**src/rtl/csa_feeder.sv**
```systemverilog
// csa_feeder: buffers operand bundles and feeds them to an external
// registered five-operand CSA summer. The A operands go out on the issue
// edge and the B operands one edge later. Results are returned in
// acceptance order through a credit-limited output buffer.
module csa_feeder #(
    parameter int W     = 26,
    parameter int TAG_W = 4
) (
    input  logic             clk,
    input  logic             rst_n,
    input  logic             in_valid,
    output logic             in_ready,
    input  logic [W-1:0]     in_a0,
    input  logic [W-1:0]     in_a1,
    input  logic [W-1:0]     in_a2,
    input  logic [W-1:0]     in_b0,
    input  logic [W-1:0]     in_b1,
    input  logic [TAG_W-1:0] in_tag,
    output logic [W-1:0]     csa_a0,
    output logic [W-1:0]     csa_a1,
    output logic [W-1:0]     csa_a2,
    output logic [W-1:0]     csa_b0,
    output logic [W-1:0]     csa_b1,
    input  logic [W-1:0]     csa_result,
    output logic             out_valid,
    input  logic             out_ready,
    output logic [W-1:0]     out_sum,
    output logic [TAG_W-1:0] out_tag,
    output logic             busy
);

    typedef struct packed {
        logic [W-1:0]     a0;
        logic [W-1:0]     a1;
        logic [W-1:0]     a2;
        logic [W-1:0]     b0;
        logic [W-1:0]     b1;
        logic [TAG_W-1:0] tag;
    } bundle_t;

    // input FIFO (2 entries)
    bundle_t    fifo_mem [2];
    logic       fifo_wr_ptr;
    logic       fifo_rd_ptr;
    logic [1:0] fifo_cnt;
    bundle_t    in_bundle;
    bundle_t    head;

    // delay stages between issue and result capture
    logic [W-1:0]     p0_b0;
    logic [W-1:0]     p0_b1;
    logic [TAG_W-1:0] p0_tag;
    logic [TAG_W-1:0] p1_tag;
    logic [TAG_W-1:0] p2_tag;
    logic             p0_vld;
    logic             p1_vld;
    logic             p2_vld;

    // output buffer (4 entries)
    logic [W-1:0]     ob_sum [4];
    logic [TAG_W-1:0] ob_tag [4];
    logic [1:0]       ob_wr_ptr;
    logic [1:0]       ob_rd_ptr;
    logic [2:0]       ob_cnt;

    logic       accept;
    logic       issue;
    logic       push;
    logic       pop;
    logic [2:0] occupancy;

    // handshakes, issue decision and output read-out
    always_comb begin
        in_bundle.a0  = in_a0;
        in_bundle.a1  = in_a1;
        in_bundle.a2  = in_a2;
        in_bundle.b0  = in_b0;
        in_bundle.b1  = in_b1;
        in_bundle.tag = in_tag;
        in_ready      = (fifo_cnt != 2'd2);
        accept        = in_valid & in_ready;
        head          = fifo_mem[fifo_rd_ptr];
        push          = p2_vld;
        out_valid     = (ob_cnt != 3'd0);
        pop           = out_valid & out_ready;
        // A slot freed by this edge's pop is counted as available, so a
        // full pipeline with a draining consumer still issues every cycle.
        occupancy     = 3'(p0_vld) + 3'(p1_vld) + 3'(p2_vld) + ob_cnt - 3'(pop);
        issue         = (fifo_cnt != 2'd0) && (occupancy < 3'd4);
        out_sum       = ob_sum[ob_rd_ptr];
        out_tag       = ob_tag[ob_rd_ptr];
        busy          = (fifo_cnt != 2'd0) | p0_vld | p1_vld | p2_vld | out_valid;
    end

    // input FIFO storage, pointers and count
    always_ff @(posedge clk) begin
        if (!rst_n) begin
            fifo_mem    <= '{default: '0};
            fifo_wr_ptr <= 1'b0;
            fifo_rd_ptr <= 1'b0;
            fifo_cnt    <= '0;
        end else begin
            if (accept) begin
                fifo_mem[fifo_wr_ptr] <= in_bundle;
                fifo_wr_ptr           <= ~fifo_wr_ptr;
            end
            if (issue) begin
                fifo_rd_ptr <= ~fifo_rd_ptr;
            end
            case ({accept, issue})
                2'b10:   fifo_cnt <= fifo_cnt + 2'd1;
                2'b01:   fifo_cnt <= fifo_cnt - 2'd1;
                default: fifo_cnt <= fifo_cnt;
            endcase
        end
    end

    // issue stage: A operands to the summer, B operands and tag into p0
    always_ff @(posedge clk) begin
        if (!rst_n) begin
            csa_a0 <= '0;
            csa_a1 <= '0;
            csa_a2 <= '0;
            p0_b0  <= '0;
            p0_b1  <= '0;
            p0_tag <= '0;
            p0_vld <= 1'b0;
        end else begin
            p0_vld <= issue;
            if (issue) begin
                csa_a0 <= head.a0;
                csa_a1 <= head.a1;
                csa_a2 <= head.a2;
                p0_b0  <= head.b0;
                p0_b1  <= head.b1;
                p0_tag <= head.tag;
            end
        end
    end

    // late operands to the summer; tag follows the summer latency
    always_ff @(posedge clk) begin
        if (!rst_n) begin
            csa_b0 <= '0;
            csa_b1 <= '0;
            p1_tag <= '0;
            p2_tag <= '0;
            p1_vld <= 1'b0;
            p2_vld <= 1'b0;
        end else begin
            p1_vld <= p0_vld;
            p2_vld <= p1_vld;
            if (p0_vld) begin
                csa_b0 <= p0_b0;
                csa_b1 <= p0_b1;
                p1_tag <= p0_tag;
            end
            if (p1_vld) begin
                p2_tag <= p1_tag;
            end
        end
    end

    // output buffer: capture summer result with its tag, pop on handshake
    always_ff @(posedge clk) begin
        if (!rst_n) begin
            ob_sum    <= '{default: '0};
            ob_tag    <= '{default: '0};
            ob_wr_ptr <= '0;
            ob_rd_ptr <= '0;
            ob_cnt    <= '0;
        end else begin
            if (push) begin
                ob_sum[ob_wr_ptr] <= csa_result;
                ob_tag[ob_wr_ptr] <= p2_tag;
                ob_wr_ptr         <= ob_wr_ptr + 2'd1;
            end
            if (pop) begin
                ob_rd_ptr <= ob_rd_ptr + 2'd1;
            end
            case ({push, pop})
                2'b10:   ob_cnt <= ob_cnt + 3'd1;
                2'b01:   ob_cnt <= ob_cnt - 3'd1;
                default: ob_cnt <= ob_cnt;
            endcase
        end
    end

endmodule

```
**config.mk**
```make
export PLATFORM = sky130hd
export DESIGN_NAME = csa_feeder
export DESIGN_NICKNAME = d
export VERILOG_FILES = /design/src/rtl/csa_feeder.sv
export SDC_FILE = /design/constraint.sdc
export NUM_CORES = 1
export LEC_CHECK = 0
export CORE_MARGIN = 8
export CORE_UTILIZATION = 45
export DETAILED_ROUTE_END_ITERATION = 8
export PLACE_DENSITY_LB_ADDON = 0.25
export SYNTH_ARGS = -nofsm -noshare
export SYNTH_HDL_FRONTEND = slang
export SYNTH_SLANG_ARGS = --single-unit
```
**constraint.sdc**
```tcl
create_clock -name clk -period 4.4 [get_ports clk]
set_input_delay 0.88 -clock clk [delete_from_list [all_inputs] [get_ports clk]]
set_output_delay 0.88 -clock clk [all_outputs]
set_load 0.005 [all_outputs]
```
==> qor.yml, run 1 <==
status: "complete, no violations"
rsz0062_at_grt: "no"
cts_setup_buffers: 0
layout_common_cells: "919 x nand2_1, 593 x dfxtp_1, 391 x a21boi_0, 325 x clkdlybuf4s50_1, 196 x mux2i_1"
power.density_mw_per_mm2: 537.7
skew_ns: 0.01711
worstPathArrival_ns: 4.11
max_freq_mhz: 277.6
nNetsFinal: 2993
dieArea_sq_mm: 0.06153
finalSetupViolCount: 0
drt_iter0_drc: 1177
core_area_sq_mm: 0.05350
wire_per_inst_microns: 18.65
clk_pin_slew_ns: 0.06
ys_warn_count: 0
final_area_sq_mm: 0.03011
drtPass1Iterations: 5
min_path_cells: 2
synth.ff_latch_count: 596
post_drt_via_cell_ratio: 5.364
worst_path_max_delay_cell: "clkdlybuf4s50_1"
dpl-instance-area_sq_mm: 0.02797
path_delay_family: "adder cells"
finalCritPeriodShare_pct: 81.86
slew_headroom_pct: 26.88
cts_tree: "yes"
tightestPinTransition_ns: 1.097
hold_buffers: 0
path_max_fanout: 3
routed_wl_mm: 66.40
vias: 19100
crit_path_start: "out_ready"
slew_violations: 0
synth_top_area_share_pct: 49.24
clockBufferDepth: 3
cts-root-buf: "clkbuf_16"
r2r_start: "ob_cnt[0]"
postRouteAntennaNets: 0
required_ns: 4.91
timing.rr.end: "fifo_cnt[1]"
final_common_cell: "nand2_1"
areaGrowthSynthToFinish_pct: 24.27
synthesis.area_sq_mm: 0.02423
grt_antenna_before_repair: 7
setup_ws_ns: 0.7980
grt_usage_pct: 21.13
p_total_w: 0.01619
vdd_ir_drop_max_mv: 0.2995
gp_congestion: 0.7740
first_global_vias: 18980
clock-sinks: 596
maxCapViolCount: 0
die-width_microns: 248.1
synth_cells: 2613
worst-path-stages: 12
synthFlopType: "dfxtp_1"
timing.final.crit_period_ns: 3.602
yosysSeqAreaShare_pct: 49.24
min_delay_worst_endpoint: "fifo_mem[229]"
path_cells: "clkdlybuf4s50_1, and2_1, ha_1, inv_1, fa_1, ha_1, a31oi_1, xnor2_4, nor2_4, ha_1, or3_1, a21boi_0"
reg2reg_slack_ns: 0.83
crit_path_end_kind: "flop"
critPathLaunchType: "input port"
ys_top_cells_by_area: "dfxtp_1 49%, nand2_1 14%, a21boi_0 12%, mux2i_1 8.1%, o221a_1 5.9%"
syn-num-nets: 2788
drc: 0
synth_edf_count: 0
post-place-ws_ns: 0.2142
crit_buf_inv: 2
worstSetupPathType: "in -> reg"
slowest_delay_ns: 0.49
n_fill_cell: 4611
hpwlAfterDp_mm: 40.76
row_count: 85
initial_core_util_pct: 45.30
final.setup.tns_ns: 0
grt_pass1_wl_mm: 104.4
yosysUniqueCellTypes: 30
grt.overflow.total: 0
cts_buffers: 66
yosys.area.top_type: "dfxtp_1"
hold_start: "fifo_mem[229]"
hold_path_class: "reg -> reg"
ios: 327
avgSynthCellArea_sq_um: 9.274
p_leak_nw: 10.50
drive_gt1_share_pct: 6.294
cts_htree_levels: 3
reg2reg_depth: 12
clk_latency_ns: 0.59
die_h_microns: 248.1
hold_viol: 0
grt_max_degree: 160
async_flop_share_pct: 0
critPathMostFrequentCell: "ha_1"
cts-resized-gates: 0
portBuffers: 326
## cells in the mapped netlist, drive strengths merged, types with 3 or more instances
cell type	count
xnor2	6
and2	13
clkbuf	162
o21ai	3
inv	9
or3	3
buf	63
mux2i	196
dfxtp	596
nor2b	62
a21boi	391
o221a	134
mux4	30
ha	9
nand2	919
## power by group
group / internal (W) / switching (W)
Combinational: 0.00194 / 0.00222
Sequential: 0.00612 / 0.000509
Clock: 0.00326 / 0.00215
Total: 0.0113 / 0.00488
## flip-flops by register name (all words and copies together), names as in the netlist, 16 cells and up
register / flops
fifo_mem: 268
ob_sum: 104
ob_tag: 16
csa_b1: 26
p0_b1: 26
p0_b0: 26
csa_a2: 26
csa_a0: 26
csa_b0: 26
csa_a1: 26
## routing by layer
metal / track usage [%] / wire length, microns
met5: 0 / 27
met4: 7.106 / 1510
met3: 4.921 / 4289
met2: 35.60 / 31850
met1: 26.45 / 28720
## worst max-delay path by stage
stage,to,slack (ns)
6_report,fifo_cnt[1],0.80
5_1_grt,fifo_cnt[1],0.63
4_1_cts,fifo_cnt[1],0.81
3_5_place_dp,fifo_cnt[1],0.21
3_3_place_gp,fifo_cnt[1],0.27
2_1_floorplan,fifo_cnt[1],0.75
## final cells by class
| type | instances | area, sq um | share of cell area, % |
|---|---|---|---|
| clock buffers | 97 | 2004 | 6.656 |
| clock inverters | 13 | 123.9 | 0.4114 |
| multi-input cells | 1783 | 11400 | 37.86 |
| diodes | 5 | 12.51 | 0.04155 |
| repair buffers | 362 | 3726 | 12.37 |
| well taps | 696 | 870.8 | 2.892 |
| flip-flops and latches | 596 | 11940 | 39.65 |
| inverters | 9 | 33.78 | 0.1122 |
## cell families (layout without fill, tap and decap cells)
| family | after synthesis | after routing | share of synthesized area [%] |
|---|---|---|---|
| compound gates | 529 | 529 | 18.43 |
| mux | 226 | 226 | 10.88 |
| other cells | 0 | 5 | 0 |
| simple gates | 1008 | 1008 | 16.52 |
| fa+ha+maj | 11 | 11 | 0.6300 |
| buf+inv | 234 | 481 | 3.888 |
| flops | 596 | 596 | 49.24 |
| xor+xnor | 9 | 9 | 0.4131 |
## stage by stage
| step | utilization [%] | cells | hold slack, ns |
|---|---|---|---|
| CTS | 56.27 | 3556 | 0.4633 |
| detailed placement | 52.29 | 3446 | 0.4555 |
| global route | 56.28 | 3558 | 0.4749 |
| finish | 56.29 | 3561 | 0.4600 |
| floorplan | - | 2613 | 0.4402 |
| global placement | 52.29 | 3446 | 0.4461 |
## tightest hold or removal path, stage by stage (launching register included)
cell,delay [ns]
dfxtp_1,0.30
nand2_1,0.04
a21boi_0,0.06
(Power assumes the default switching activity.)
==> inputs of run 2 (changes only) <==
==> constraint.sdc (replaced) <==
create_clock -name clk -period 3.3 [get_ports clk]
set_input_delay 0.66 -clock clk [delete_from_list [all_inputs] [get_ports clk]]
set_output_delay 0.66 -clock clk [all_outputs]
set_load 0.005 [all_outputs]
==> run 2 against run 1 <==
Sequential share of layout area decreased by 0.37 points; clock-buffer cell count increased by 4; sequential power increased by 34%; combinational power increased by 37%; sequential cell count unchanged; clock skew decreased by 0.0012 ns; power increased by 35%; first-iteration DRC count decreased by 5.0%; final cell count increased by 0.65%; die area unchanged; register-to-register slack got worse by 0.72 ns; cell area increased by 0.98%; largest power group unchanged.
==> qor.yml, run 2 (synthesized netlist as in run 1, its figures left out) <==
timing.final.crit_period_ns: 3.195
gp_congestion: 0.7839  # +1.3%
skew_ns: 0.01590  # -0.001212 ns
wire_per_inst_microns: 18.46  # -0.98%
hold_start: "ob_tag[1]"
p_seq_share_pct: 40.5  # -0.4 points
drtPass1Iterations: 5  # unchanged
internal-power_w: 0.01536  # +36%
portBuffers: 326  # unchanged
pwr-share-clk_pct: 33.4  # about the same
finalSetupViolCount: 0  # unchanged
cts_tree: "yes"
slew_headroom_pct: 44.00  # +17 points
rsz0062_at_grt: "no"
maxCapViolCount: 0  # unchanged
ios: 327  # unchanged
slew_violations: 0  # unchanged
worst_path_max_delay_cell: "or3_4"
final_util_pct: 56.84  # +0.55 points
initial_core_util_pct: 45.30  # unchanged
hpwlAfterDp_mm: 40.92  # +0.39%
die-width_microns: 248.1  # unchanged
tightestPinTransition_ns: 0.8400  # -0.2568 ns
cts_buffers: 66  # unchanged
instances_no_fill: 3584  # +0.65%
switching_share_pct: 29.82  # -0.29 points
slowest_delay_ns: 0.40  # -0.09 ns
hold_viol: 0  # unchanged
r2r_start: "ob_cnt[2]"
crit_path_start: "ob_cnt[2]"
clock-sinks: 596  # unchanged
power.density_mw_per_mm2: 719.8  # +34%
crit_path_end_kind: "flop"
critPathMostFrequentCell: "ha_4"
post_drt_via_cell_ratio: 5.289  # -1.4%
worstPathArrival_ns: 3.70  # -0.41 ns
row_count: 85  # unchanged
fin_hold_ws_ns: 0.4569  # -0.003050 ns
worstSetupPathType: "reg -> reg"
path_cells: "or3_4, and2_4, ha_1, inv_1, fa_2, ha_4, a31oi_2, xnor2_4, nor2_4, ha_4, xnor2_1, or3_1, a21boi_1"
p_total_w: 0.02189  # +35%
hold_path_class: "reg -> reg"
dieArea_sq_mm: 0.06153  # unchanged
first_global_vias: 18830  # -0.80%
clockBufferDepth: 3  # unchanged
routed_wl_mm: 66.17  # -0.34%
status: "complete, no violations"
cts_setup_buffers: 0  # unchanged
core_area_sq_mm: 0.05350  # unchanged
clk_pin_slew_ns: 0.06  # about the same
cts_htree_levels: 3  # unchanged
pwr-share-comb_pct: 26.1  # +0.4 points
grt_usage_pct: 20.87  # -0.26 points
vias: 18950  # -0.76%
p_sw_w: 0.006527  # +34%
postRouteAntennaNets: 0  # unchanged
grt.overflow.total: 0  # unchanged
areaGrowthSynthToFinish_pct: 25.49
critPathLaunchType: "flop"
cts-root-buf: "clkbuf_16"
reg2reg_slack_ns: 0.11  # -0.72 ns
n_fill_cell: 4594  # -0.37%
drt_iter0_drc: 1118  # -5.0%
grt_pass1_wl_mm: 103.1  # -1.3%
grt_antenna_before_repair: 9  # +2
clk_latency_ns: 0.58  # about the same
final_common_cell: "nand2_1"
largest_reg_flops: 268  # unchanged
drive_gt1_share_pct: 7.178  # +0.88 points
nNetsFinal: 3012  # +0.63%
setup_ws_ns: 0.1054  # -0.6926 ns
die_h_microns: 248.1  # unchanged
post-place-ws_ns: -0.2627  # -0.4769 ns
p_leak_nw: 10.64  # +1.4%
reg_top3: "fifo_mem x268, ob_sum x104"
path_max_fanout: 4  # +1
max_freq_mhz: 313.0
required_ns: 3.80  # -1.11 ns
vdd_ir_drop_max_mv: 0.5251  # +75%
place_inst: 3465  # +0.55%
drc: 0  # unchanged
grt_max_degree: 135  # -16%
finalCritPeriodShare_pct: 96.81
layout_common_cells: "919 x nand2_1, 592 x dfxtp_1, 390 x a21boi_0, 325 x clkdlybuf4s50_1, 196 x mux2i_1"
regMostFlops: "fifo_mem"
## run 2: metrics by stage
stage          instance area [sq um]  setup TNS [ns]
6_report                       30410               0
5_1_grt                        30400               0
4_1_cts                        30400               0
3_3_place_gp                   28220          -19.94
3_5_place_dp                   28220          -21.00
2_1_floorplan                  24280       -0.006658
## run 2: final cells by class
class	count	area, sq um	area share [%]
diodes	4	10.01	0.03292
clock buffers	101	2019	6.641
clock inverters	14	156.4	0.5143
inverters	9	33.78	0.1111
multi-input cells	1783	11440	37.63
flip-flops and latches	596	11940	39.28
well taps	696	870.8	2.864
repair buffers	381	3931	12.93
## run 2: worst paths after layout
kind / to / cells after the start
setup / recovery: fifo_cnt[1] / 13
hold / removal: ob_tag[1] / 2
setup reg to reg: fifo_cnt[1] / 13
hold reg to reg: ob_tag[1] / 2
## run 2: timing repair
item,in CTS,in global routing
setup endpoints to repair,0,11
gates resized for setup,0,1
hold buffers,0,0
## run 2: metal layers
metal  global-route usage, %  share of wire (%)  vias up  wire length (microns)
met5                       0               0.10        -                     68
met4                   6.897                2.2       10                   1429
met3                   4.878                6.3       99                   4190
met2                   35.11                 48      479                  31540
met1                   26.20                 44     9083                  28950
li1                        -                  -     9283                      -
## run 2: power by group through the flow
stage	Sequential [W]	Combinational [W]	Clock [W]
after floorplan	0.00871	0.00354	0
after global placement	0.00899	0.00563	0
after detailed placement	0.00901	0.00576	0
after CTS	0.00887	0.00578	0.00751
after global routing	0.00898	0.00620	0.00779
final	0.00887	0.00570	0.00732
## run 2: critical path: cells and delay by family, from the launching register on
kind / cells / cell delay (ns)
adders and majority gates: 4 / 1.03
and+or+nand+nor: 4 / 0.97
AOI/OAI and AO/OA: 2 / 0.42
DFF: 1 / 0.33
xor gates and xnor gates: 2 / 0.33
buffers and inverters: 1 / 0.05
==> inputs of run 3 (changes only) <==
--- a/config.mk
+++ b/config.mk
@@ -5,9 +5,11 @@
 export SDC_FILE = /design/constraint.sdc
 export NUM_CORES = 1
 export LEC_CHECK = 0
+export CORE_ASPECT_RATIO = 1.1
 export CORE_MARGIN = 8
 export CORE_UTILIZATION = 45
 export DETAILED_ROUTE_END_ITERATION = 8
+export GPL_TIMING_DRIVEN = 0
 export PLACE_DENSITY_LB_ADDON = 0.25
 export SYNTH_ARGS = -nofsm -noshare
 export SYNTH_HDL_FRONTEND = slang
==> constraint.sdc (replaced) <==
create_clock -name clk -period 4.02 [get_ports clk]
set_input_delay 0.804 -clock clk [delete_from_list [all_inputs] [get_ports clk]]
set_output_delay 0.804 -clock clk [all_outputs]
set_load 0.005 [all_outputs]
==> run 3 against run 2 <==
Power fell by 20%; via count rose by 5.7%; routed wire length rose by 11%; sequential cell count did not move; fmax fell by 17%; clock-buffer cell count fell by 8; die area barely moved; largest cell class unchanged.
==> qor.yml, run 3 (synthesized netlist as in run 1, its figures left out) <==
cts_tree: "yes"
hpwlAfterDp_mm: 52.79  # +29%
ios: 327  # unchanged
timing.rr.end: "fifo_cnt[1]"
grt_max_degree: 20  # -85%
final_common_cell: "nand2_1"
clk_latency_ns: 0.62  # +0.04 ns
r2r_start: "ob_cnt[0]"
gp_congestion: 0.8290  # +5.8%
drive_gt1_share_pct: 6.203  # -0.97 points
finalCritPeriodShare_pct: 95.27  # -1.5 points
finalSetupViolCount: 0  # unchanged
multiInputGateArea_sq_mm: 0.01138  # -0.58%
tightestPinTransition_ns: 1.075  # +0.2346 ns
drt_iter0_drc: 1184  # +5.9%
grt_usage_pct: 22.89  # +2.0 points
hold_buffers: 0  # unchanged
routed_wl_mm: 73.22  # +11%
power.density_mw_per_mm2: 579.4  # -20%
cts_buffers: 61  # -7.6%
p_leak_nw: 10.65  # +0.10%
regMostFlops: "fifo_mem"
die_h_microns: 259.4  # +4.6%
skew_ns: 0.01306  # -0.002843 ns
path_max_fanout: 19  # +15
areaGrowthSynthToFinish_pct: 25.48  # about the same
first_global_vias: 20290  # +7.8%
max_freq_mhz: 261.1  # -17%
row_count: 89  # +4.7%
reg_top3: "fifo_mem x268, ob_sum x104"
cts_htree_levels: 2  # -1
wire_per_inst_microns: 19.59  # +6.1%
largest_reg_flops: 268  # unchanged
worstSetupPathType: "reg -> reg"
vdd_ir_drop_max_mv: 0.3934  # -25%
worstPathArrival_ns: 4.37  # +0.67 ns
layout_common_cells: "919 x nand2_1, 596 x dfxtp_1, 391 x a21boi_0, 325 x clkdlybuf4s50_1, 196 x mux2i_1"
grt.overflow.total: 0  # unchanged
rsz0062_at_grt: "no"
post_drt_via_cell_ratio: 5.363  # +1.4%
critPathLaunchType: "flop"
clockBufferDepth: 3  # unchanged
hold_start: "fifo_mem[264]"
crit_path_end_kind: "flop"
hold_viol: 0  # unchanged
n_fill_cell: 4792  # +4.3%
die-width_microns: 237.3  # -4.4%
min_delay_worst_endpoint: "fifo_mem[264]"
dieArea_sq_mm: 0.06154  # about the same
drc: 0  # unchanged
grt_pass1_wl_mm: 112.7  # +9.3%
timing.final.crit_period_ns: 3.830  # +0.6353 ns
register_area_sq_mm: 0.01193  # -0.11%
status: "complete, no violations"
portBuffers: 325  # -0.31%
drtPass1Iterations: 5  # unchanged
vias: 20040  # +5.7%
clk_pin_slew_ns: 0.06  # about the same
fin_hold_ws_ns: 0.4608  # +0.003931 ns
required_ns: 4.56  # +0.76 ns
cts-root-buf: "clkbuf_16"
hold_path_class: "reg -> reg"
slew_headroom_pct: 28.36  # -16 points
clock-sinks: 596  # unchanged
min_path_cells: 2  # unchanged
postRouteAntennaNets: 0  # unchanged
grt_antenna_before_repair: 15  # +6
maxCapViolCount: 0  # unchanged
initial_core_util_pct: 45.33  # about the same
nNetsFinal: 3174  # +5.4%
core_area_sq_mm: 0.05345  # about the same
final.setup.tns_ns: 0  # unchanged
reg2reg_depth: 13  # unchanged
reg2reg_slack_ns: 0.19  # +0.08 ns
slew_violations: 0  # unchanged
crit_path_start: "ob_cnt[0]"
## run 3: cell types whose count changed in the layout (fill, tap and decap cells not counted), sizes merged
cell      previous run  this run
clkinvlp             0         3
clkbuf             101       254
bufinv               3         2
clkinv               8        10
diode                4         8
buf                 56        62
## run 3: stage by stage
| stage | power [W] | worst slack [ns] | cell area (sq um) | cells | util [%] |
|---|---|---|---|---|---|
| after floorplan | 0.01002 | 0.4435 | 24230 | 2613 | - |
| after global placement | 0.01195 | -0.9599 | 28340 | 3620 | 53.02 |
| after detailed placement | 0.01207 | -0.9953 | 28340 | 3620 | 53.02 |
| after CTS | 0.01775 | 0.06868 | 30370 | 3729 | 56.83 |
| after global routing | 0.01847 | 0.02055 | 30400 | 3735 | 56.88 |
| final | 0.01762 | 0.1900 | 30410 | 3737 | 56.89 |
## run 3: worst max-delay path by stage
stage / end / cells past startpoint
6_report: fifo_cnt[1] / 13
5_1_grt: fifo_cnt[1] / 13
4_1_cts: fifo_cnt[1] / 13
3_5_place_dp: fifo_cnt[1] / 14
3_3_place_gp: fifo_cnt[1] / 14
2_1_floorplan: fifo_cnt[1] / 13
## run 3: final cells by class
cell class	instances	area share, %
inverters	9	0.1111
multi-input cells	1783	37.41
plain buffers	222	2.996
diodes	8	0.06584
repair buffers	326	10.72
clock buffers	93	6.115
clock inverters	18	0.5308
flip-flops and latches	596	39.24
well taps	682	2.806
## run 3: what timing repair did
item | 4_1_cts | 5_1_grt
endpoints found under the setup margin | 12 | 1
gates resized for setup | 3 | 3
pin swaps | 1 | 0
buffers inserted | 1 | 0
## run 3: report_power, final
group          switching [W]  total (W)  internal [W]
sequential          0.000436    0.00713       0.00669
combinational        0.00269    0.00483       0.00214
clock                0.00236    0.00566       0.00330
total                0.00549     0.0176        0.0121
## run 3: critical path: stages (launching register included)
cell      delay (ns)
dfxtp_1         0.35
or3_1           0.43
and2_1          0.24
ha_1            0.29
inv_1           0.04
fa_1            0.36
ha_1            0.29
a31oi_2         0.31
xnor2_4         0.15
nor2_1          0.22
buf_12          0.24
ha_1            0.29
or3_1           0.35
a21boi_0        0.18
## run 3: routing by layer
layer	global-route usage [%]	vias to the layer above	part of all wire, %
met2	39.12	579	49
li1	-	9635	-
met4	9.220	16	3.4
met3	6.019	160	7.1
met5	0	-	0.13
met1	27.20	9650	41
